File: src/rtl/color_scan_scheduler_if.sv
// Request/report, camera, recogniser and frame-RAM signals of the colour scan scheduler.
// The slave modport is the scheduler; master is everything around it.
interface color_scan_scheduler_if #(
  parameter int ADDR_W = 15,
  parameter int DATA_W = 8
);
  // consumer handshake
  logic              i_request;
  logic              i_ack;
  logic              o_busy;
  logic              o_valid;
  logic              o_error;
  logic [7:0]        o_color;
  logic [ADDR_W-1:0] o_frame_bytes;
  // camera capture path
  logic              i_cam_vsync;
  logic              i_cam_we;
  logic [ADDR_W-1:0] i_cam_addr;
  logic [DATA_W-1:0] i_cam_data;
  // colour recogniser
  logic              o_rec_enable;
  logic [ADDR_W-1:0] i_rec_addr;
  logic              i_rec_done;
  logic [7:0]        i_rec_color;
  // shared frame-RAM port
  logic              o_ram_we;
  logic [ADDR_W-1:0] o_ram_addr;
  logic [DATA_W-1:0] o_ram_wdata;

  modport master (
    output i_request, i_ack,
    output i_cam_vsync, i_cam_we, i_cam_addr, i_cam_data,
    output i_rec_addr, i_rec_done, i_rec_color,
    input  o_busy, o_valid, o_error, o_color, o_frame_bytes,
    input  o_rec_enable, o_ram_we, o_ram_addr, o_ram_wdata
  );

  modport slave (
    input  i_request, i_ack,
    input  i_cam_vsync, i_cam_we, i_cam_addr, i_cam_data,
    input  i_rec_addr, i_rec_done, i_rec_color,
    output o_busy, o_valid, o_error, o_color, o_frame_bytes,
    output o_rec_enable, o_ram_we, o_ram_addr, o_ram_wdata
  );
endinterface

File: src/rtl/color_scan_scheduler.sv
// One-shot colour measurement sequencer: arm on request, capture a frame into the
// frame RAM, run the recogniser over it, and hold the result until acknowledged.
module color_scan_scheduler #(
  parameter int          ADDR_W          = 15,
  parameter int          DATA_W          = 8,
  parameter int          BYTES_PER_FRAME = 19200,
  parameter int          TIMEOUT_CYC     = 2000000,
  parameter logic [7:0]  ERR_COLOR       = 8'hF0
) (
  input logic                   i_clk,
  input logic                   i_rst_n,
  color_scan_scheduler_if.slave bus
);

  localparam int                WD_W      = $clog2(TIMEOUT_CYC + 1);
  localparam logic [WD_W-1:0]   WD_MAX    = WD_W'(TIMEOUT_CYC);
  localparam logic [WD_W-1:0]   WD_LAST   = WD_W'(TIMEOUT_CYC - 1);
  localparam logic [ADDR_W-1:0] FRAME_LEN = ADDR_W'(BYTES_PER_FRAME);
  localparam logic [ADDR_W-1:0] LAST_BYTE = ADDR_W'(BYTES_PER_FRAME - 1);

  typedef enum logic [2:0] {IDLE, ARM, CAPTURE, SCAN, REPORT} state_t;

  state_t            state;
  logic [ADDR_W-1:0] byte_cnt;
  logic [WD_W-1:0]   wdog;
  logic [1:0]        scan_age;
  logic              busy_q, valid_q, error_q, rec_en_q;
  logic [7:0]        color_q;

  logic active, timeout, cam_fwd, frame_done, rec_ready;

  assign active  = (state == ARM) || (state == CAPTURE) || (state == SCAN);
  assign timeout = active && (wdog >= WD_LAST);

  // A write landing on the watchdog's final cycle is dropped along with the frame.
  assign cam_fwd    = (state == CAPTURE) && bus.i_cam_we &&
                      (bus.i_cam_addr < FRAME_LEN) && !timeout;
  assign frame_done = cam_fwd && (byte_cnt == LAST_BYTE);

  // done may be left over from the previous run for the first two SCAN cycles
  assign rec_ready  = (scan_age == 2'd2) && bus.i_rec_done;

  assign bus.o_busy        = busy_q;
  assign bus.o_valid       = valid_q;
  assign bus.o_error       = error_q;
  assign bus.o_color       = color_q;
  assign bus.o_rec_enable  = rec_en_q;
  assign bus.o_frame_bytes = FRAME_LEN;

  // Frame-RAM port ownership follows the state directly.
  always_comb begin
    bus.o_ram_we    = 1'b0;
    bus.o_ram_addr  = '0;
    bus.o_ram_wdata = '0;
    case (state)
      CAPTURE: begin
        bus.o_ram_we    = cam_fwd;
        bus.o_ram_addr  = bus.i_cam_addr;
        bus.o_ram_wdata = bus.i_cam_data;
      end
      SCAN:    bus.o_ram_addr = bus.i_rec_addr;
      default: ;
    endcase
  end

  always_ff @(posedge i_clk or negedge i_rst_n) begin
    if (!i_rst_n) begin
      state    <= IDLE;
      byte_cnt <= '0;
      wdog     <= '0;
      scan_age <= '0;
      busy_q   <= 1'b0;
      valid_q  <= 1'b0;
      error_q  <= 1'b0;
      rec_en_q <= 1'b0;
      color_q  <= '0;
    end else begin
      if (state == IDLE)
        wdog <= '0;
      else if (active && wdog != WD_MAX)
        wdog <= wdog + WD_W'(1);

      if (timeout) begin
        state    <= REPORT;
        color_q  <= ERR_COLOR;
        error_q  <= 1'b1;
        rec_en_q <= 1'b0;
        valid_q  <= 1'b1;
      end else begin
        case (state)
          IDLE: if (bus.i_request) begin
            state  <= ARM;
            busy_q <= 1'b1;
          end
          ARM: if (bus.i_cam_vsync) begin
            state    <= CAPTURE;
            byte_cnt <= '0;
          end
          CAPTURE: begin
            if (frame_done) begin
              state    <= SCAN;
              byte_cnt <= byte_cnt + ADDR_W'(1);
              rec_en_q <= 1'b1;
              scan_age <= '0;
            end else if (bus.i_cam_vsync) begin
              byte_cnt <= '0;
            end else if (cam_fwd) begin
              byte_cnt <= byte_cnt + ADDR_W'(1);
            end
          end
          SCAN: begin
            if (rec_ready) begin
              state    <= REPORT;
              color_q  <= bus.i_rec_color;
              error_q  <= 1'b0;
              rec_en_q <= 1'b0;
              valid_q  <= 1'b1;
            end else if (scan_age != 2'd2) begin
              scan_age <= scan_age + 2'd1;
            end
          end
          REPORT: if (bus.i_ack) begin
            state   <= IDLE;
            valid_q <= 1'b0;
            busy_q  <= 1'b0;
          end
          default: state <= IDLE;
        endcase
      end
    end
  end

endmodule

File: src/flat_wrapper.sv
// flat-port wrapper written by rule: the top's interface ports become plain ports
module color_scan_scheduler_flat 
#(
  parameter int          ADDR_W          = 15,
  parameter int          DATA_W          = 8,
  parameter int          BYTES_PER_FRAME = 19200,
  parameter int          TIMEOUT_CYC     = 2000000,
  parameter logic [7:0]  ERR_COLOR       = 8'hF0
)
  (i_clk, i_rst_n, bus_i_request, bus_i_ack, bus_i_cam_vsync, bus_i_cam_we, bus_i_cam_addr, bus_i_cam_data, bus_i_rec_addr, bus_i_rec_done, bus_i_rec_color, bus_o_busy, bus_o_valid, bus_o_error, bus_o_color, bus_o_frame_bytes, bus_o_rec_enable, bus_o_ram_we, bus_o_ram_addr, bus_o_ram_wdata);
  color_scan_scheduler_if #(.ADDR_W(ADDR_W), .DATA_W(DATA_W)) bus_i ();
  input logic i_clk;
  input logic i_rst_n;
  input wire logic [$bits(bus_i.i_request)-1:0] bus_i_request;
  input wire logic [$bits(bus_i.i_ack)-1:0] bus_i_ack;
  input wire logic [$bits(bus_i.i_cam_vsync)-1:0] bus_i_cam_vsync;
  input wire logic [$bits(bus_i.i_cam_we)-1:0] bus_i_cam_we;
  input wire logic [$bits(bus_i.i_cam_addr)-1:0] bus_i_cam_addr;
  input wire logic [$bits(bus_i.i_cam_data)-1:0] bus_i_cam_data;
  input wire logic [$bits(bus_i.i_rec_addr)-1:0] bus_i_rec_addr;
  input wire logic [$bits(bus_i.i_rec_done)-1:0] bus_i_rec_done;
  input wire logic [$bits(bus_i.i_rec_color)-1:0] bus_i_rec_color;
  output wire logic [$bits(bus_i.o_busy)-1:0] bus_o_busy;
  output wire logic [$bits(bus_i.o_valid)-1:0] bus_o_valid;
  output wire logic [$bits(bus_i.o_error)-1:0] bus_o_error;
  output wire logic [$bits(bus_i.o_color)-1:0] bus_o_color;
  output wire logic [$bits(bus_i.o_frame_bytes)-1:0] bus_o_frame_bytes;
  output wire logic [$bits(bus_i.o_rec_enable)-1:0] bus_o_rec_enable;
  output wire logic [$bits(bus_i.o_ram_we)-1:0] bus_o_ram_we;
  output wire logic [$bits(bus_i.o_ram_addr)-1:0] bus_o_ram_addr;
  output wire logic [$bits(bus_i.o_ram_wdata)-1:0] bus_o_ram_wdata;
  assign bus_i.i_request = bus_i_request;
  assign bus_i.i_ack = bus_i_ack;
  assign bus_i.i_cam_vsync = bus_i_cam_vsync;
  assign bus_i.i_cam_we = bus_i_cam_we;
  assign bus_i.i_cam_addr = bus_i_cam_addr;
  assign bus_i.i_cam_data = bus_i_cam_data;
  assign bus_i.i_rec_addr = bus_i_rec_addr;
  assign bus_i.i_rec_done = bus_i_rec_done;
  assign bus_i.i_rec_color = bus_i_rec_color;
  assign bus_o_busy = bus_i.o_busy;
  assign bus_o_valid = bus_i.o_valid;
  assign bus_o_error = bus_i.o_error;
  assign bus_o_color = bus_i.o_color;
  assign bus_o_frame_bytes = bus_i.o_frame_bytes;
  assign bus_o_rec_enable = bus_i.o_rec_enable;
  assign bus_o_ram_we = bus_i.o_ram_we;
  assign bus_o_ram_addr = bus_i.o_ram_addr;
  assign bus_o_ram_wdata = bus_i.o_ram_wdata;
  color_scan_scheduler #(.ADDR_W(ADDR_W), .DATA_W(DATA_W), .BYTES_PER_FRAME(BYTES_PER_FRAME), .TIMEOUT_CYC(TIMEOUT_CYC), .ERR_COLOR(ERR_COLOR)) u_core (.i_clk(i_clk), .i_rst_n(i_rst_n), .bus(bus_i));
endmodule
File: config.mk
export PLATFORM = sky130hd
export DESIGN_NAME = color_scan_scheduler_flat
export DESIGN_NICKNAME = d
export VERILOG_FILES = /design/src/rtl/color_scan_scheduler_if.sv /design/src/rtl/color_scan_scheduler.sv /design/src/flat_wrapper.sv
export SDC_FILE = /design/constraint.sdc
export NUM_CORES = 1
export LEC_CHECK = 0
export ABC_CLOCK_PERIOD_IN_PS = 2100
export CORE_MARGIN = 4
export CORE_UTILIZATION = 40
export CTS_CLUSTER_DIAMETER = 30
export DETAILED_ROUTE_END_ITERATION = 10
export PLACE_DENSITY_LB_ADDON = 0.2
export SLEW_MARGIN = 10
export SYNTH_ARGS = -nofsm -noshare
export SYNTH_HDL_FRONTEND = slang
export SYNTH_SLANG_ARGS = --single-unit
File: constraint.sdc
create_clock -name i_clk -period 2.1 [get_ports i_clk]
set_input_delay 0.315 -clock i_clk [delete_from_list [all_inputs] [get_ports i_clk]]
set_output_delay 0.315 -clock i_clk [all_outputs]
set_load 0.005 [all_outputs]
# Word level (Yosys, flattened, before mapping)
# Index checks and enable logic that the tools add are counted.
# classes
add_sub_neg,3
magnitude_cmp,2
eq_ne,20
n_mux,36
bitwise,1
n_reduce_logical,26
# op_table
operator,count
$mux W15,4
$pmux W15 S2,2
$mux W21,2
$mux W8,4
$add A21 B1 Y21 const B,1
$ge A21 B21 Y1 const B,1
$ne A21 B21 Y1 const B,1
$mux W3,6
$add A15 B1 Y15 const B,1
$eq A15 B15 Y1 const B,1
$lt A15 B15 Y1 const B,1
$pmux W3 S5,1
$ne A2 B2 Y1 const B,6
$reduce_bool A2 Y1,6
$mux W1,10
$reduce_and A5 Y1,2
$ne A3 B2 Y1 const B,3
$reduce_and A4 Y1,2
$logic_and A1 B1 Y1,7
$eq A3 B2 Y1 const B,2
$mux W2,3
$ne A3 B1 Y1 const B,2
$pmux W1 S2,3
$reduce_and A3 Y1,2
13 further kinds,15
# totals
register_bits,53
elab_cells,97

# Depth between registers and ports, before layout
# depth
depth_word,10
depth_mapped,8
mapped_depth_nobuf,7

# Worst setup path after synthesis
# Ideal clock, no wire load.
# synth_path
path_type,reg-to-output
from,register u_core.wdog[12]
to,output bus_o_ram_we
t_arrival_ns,1.975
required_ns,1.785
slack_ns,-0.190
path_stages_with_launch,6
n_path_buf,0
path_cell_list,dfrtp_1 -> or4_4 -> nor4_4 -> a2bb2oi_2 -> nor2_1 -> nor2b_1
# synth_between
elab_chain_cells,5
# synth_rtl
item,line_no,rtl
from (decl),color_scan_scheduler.sv:25,logic [WD_W-1:0] wdog;
from (signal assigned),color_scan_scheduler.sv:81,wdog <= wdog + WD_W'(1);
$ge A21 B21 Y1,color_scan_scheduler.sv:33,assign timeout = active && (wdog >= WD_LAST);
$logic_and A1 B1 Y1,color_scan_scheduler.sv:33,
$logic_not A1 Y1,color_scan_scheduler.sv:37,(bus.i_cam_addr < FRAME_LEN) && !timeout;
$logic_and A1 B1 Y1,color_scan_scheduler.sv:37,
$mux W1,color_scan_scheduler.sv:55,case (state)
to (decl),flat_wrapper.sv:29,output wire logic [$bits(bus_i.o_ram_we)-1:0] bus_o_ram_we;
# Every way passes these cells.

# Final worst setup path
# layout_path
from,register u_core.wdog[16]
to,output bus_o_ram_we
# Same word-level chain as after synthesis.

==> impl_metrics.yaml <==
placement:
  hpwl_mm: 7.01
  port_buffers: 88
  placed_cell_area_sq_um: 4720
  globalplace.congestion: 0.838
clock_network:
  h-tree-depth: 2
  cts.path.max_buffers: 2
  numCtsBuffers: 5
  clk_latency_ps: 310
  path_clk_slew_ps: 100
  cts_tree: "done"
  root_buffer: "clkbuf_8"
  clock_sinks: 53
power_and_ir_drop:
  p_int_mw: 2.82
  power_frac_comb: 0.557
  clockPowerShare: 0.145
  ir_worst_vdd_v: 0.000580
  seqPwrFrac: 0.298
  power.net_switching_mw: 1.64
  p_per_area_nw_per_um2: 805
  fin_total_pwr_mw: 4.46
  leakage_nw: 2.32
  swShare: 0.368
critical_path:
  path_max_fanout: 2
  required_ps: 1780
  reg2reg_depth: 8
  crit_type: "reg2out"
  r2r_end: "u_core.byte_cnt[4]$_DFFE_PN0P_"
  crit_arrival_ps: 2060
  r2r_setup_slack_ps: -190
  cp-end-kind: "primary output"
  worstReg2RegStart: "u_core.wdog[16]$_DFFE_PN0P_"
  start_kind: "flip-flop"
die:
  core-area_sq_um: 8260
  die_area_sq_um: 10000
  boundaryPins: 104
  num_rows: 33
  die_w_microns: 100
  start_util: 0.412
  die_h_microns: 100
status:
  status: "finished, violations left"
  failed_checks: "setup timing"
timing:
  fmax_mhz: 421
  setup_violations: 29
  fin_skew_ps: 14.1
  timing.final.ws_setup_ps: -277
  drv_slew: 0
  period_minus_slack_ps: 2380
  slew_headroom: 0.613
  tightest_slew_ps: 579
  fin_crit_sh: 1.13
  rsz0062_at_grt: "true"
  hold_violations: 0
final_layout:
  design_area_sq_um: 5540
  drive_above_1_share: 0.302
  multi_input_area_sq_um: 2320
  area_growth_pct: 63.0
  nNetsFinal: 595
  seq_area_sq_um: 1330
  mostFrequentLayoutCell: "clkdlybuf4s50_1"
  fillCellCount: 624
  final_cell_mix: "78 x clkdlybuf4s50_1, 63 x buf_4, 53 x dfrtp_1"
  utilization: 0.671
  num_antenna_cells: 0
logic_synthesis:
  syn_inst: 372
  synth_cell_types: 59
  synth_area_sq_um: 3400
  yosysTopAreaCellShare: 0.390
  ys.flop_type: "dfrtp_1"
  async_flop_share: 1.00
  avgSynthCellArea_sq_um: 9.14
  ys_top_cells_by_area: "dfrtp_1 39%, mux2i_1 7.1%, nor2_1 4.2%"
  ys_seq_area_frac: 0.390
  synth_enable_flop_cells: 0
  ys_warn_count: 0
  ys_ff_latch: 53
  yosysTopAreaCell: "dfrtp_1"
hold_path:
  holdCritPathClass: "in2async"
grt:
  grt_pass1_wl_mm: 16.7
  antenna_found_initial: 0
  grt_remaining_overflow: 0
  grt_pass1_vias: 3439
  grt_max_degree: 42
  grt.total_usage: 0.205
detailed_routing:
  drc: 0
  postRouteAntennaNets: 0
  drt_first_pass_iters: 4
  wire_per_inst_microns: 17.3
  vias_per_cell: 5.61
  vias: 3614
  wirelength_mm: 11.2
  drtIter0Drc: 270
flow_run:
  drv_cap: 0
[power by group through the flow]
stage / Sequential [mW] / Combinational (mW) / Clock (mW)
detailed placement: 1.34 / 2.24 / 0
global route: 1.35 / 2.71 / 0.699
CTS: 1.32 / 2.35 / 0.651
floorplan: 1.35 / 1.06 / 0
finish: 1.33 / 2.49 / 0.645
global placement: 1.33 / 2.19 / 0
[cell families (layout without fill, tap and decap cells)]
| logic type | Yosys count | count (layout) | synth area share |
|---|---|---|---|
| other cells | 2 | 15 | 0.00221 |
| simple gates | 149 | 150 | 0.238 |
| flops | 53 | 53 | 0.390 |
| compound gates | 83 | 89 | 0.178 |
| fa+ha+maj | 4 | 4 | 0.0147 |
| xor+xnor | 12 | 12 | 0.0309 |
| buf+inv | 45 | 192 | 0.0762 |
| mux | 24 | 24 | 0.0706 |
[per-stage QoR]
stage	setup WS, ps	TNS, ps	hold slack (ps)	std cells
2_1_floorplan	-133	-1950	19.4	385
3_3_place_gp	-288	-3540	235	604
3_5_place_dp	-289	-4400	243	604
4_1_cts	-248	-3130	444	633
5_1_grt	-296	-5430	464	644
6_report	-277	-2680	427	644
[worst max-delay path: stages, from the launching register on]
cell       delay (ps)
dfrtp_1           400
or4_4             580
nor3_4            180
a2bb2oi_2         210
nor2_2             60
nor2b_1           180
buf_2             150
[registers in the layout (all words and copies together) (netlist names)]
signal	count
u_core.bus.o_error	1
u_core.bus.o_busy	1
u_core.state	3
u_core.bus.o_color	8
u_core.bus.o_rec_enable	1
u_core.scan_age	2
u_core.byte_cnt	15
u_core.wdog	21
u_core.bus.o_valid	1
[Yosys cell counts (3+ instances only)]
cell type,count
dfrtp_1,53
nor2_1,38
nand2_1,33
mux2i_1,24
a21oi_1,22
buf_4,15
inv_1,14
or4_1,13
o21ai_0,12
o31ai_1,12
clkbuf_1,10
nand3_1,10
nand4_1,10
and2_1,9
xnor2_1,9
nor3_1,8
a211oi_1,6
or3_1,5
and4_1,4
ha_1,4
buf_6,3
nor4_1,3
o21ba_2,3
o21bai_1,3
xor2_1,3
[how the worst max path moves through the flow]
stage | start | slack [ps] | to
3_5_place_dp | u_core.wdog[12]$_DFFE_PN0P_ | -290 | bus_o_ram_we
3_3_place_gp | u_core.wdog[12]$_DFFE_PN0P_ | -290 | bus_o_ram_we
6_report | u_core.wdog[16]$_DFFE_PN0P_ | -280 | bus_o_ram_we
5_1_grt | u_core.wdog[16]$_DFFE_PN0P_ | -300 | bus_o_ram_we
4_1_cts | u_core.wdog[16]$_DFFE_PN0P_ | -250 | bus_o_ram_we
2_1_floorplan | u_core.wdog[9]$_DFFE_PN0P_ | -130 | u_core.byte_cnt[13]$_DFFE_PN0P_
[area by class of cell]
type / count / share of cell area
timing repair buffer: 170 / 0.291
clock inverter: 1 / 0.000903
inverter: 14 / 0.00948
multi-input combinational: 294 / 0.419
tap: 105 / 0.0237
sequential: 53 / 0.239
clock buffer: 7 / 0.0174
[timing repair]
item,in CTS,in global routing
setup buffers,13,13
endpoints found under the setup margin,43,56
hold endpoints to repair,12,0
cloned,7,2
hold buffers,1,0
gates resized for setup,47,57
pin swaps,49,25
[layer usage]
metal / vias up / GRT usage / part of all wire
li1: 1681 / - / -
met2: 176 / 0.340 / 0.48
met1: 1743 / 0.263 / 0.42
met4: 0 / 0.0632 / 0.014
met3: 14 / 0.0514 / 0.092
met5: - / 0 / 0
(Power assumes the default switching activity.)
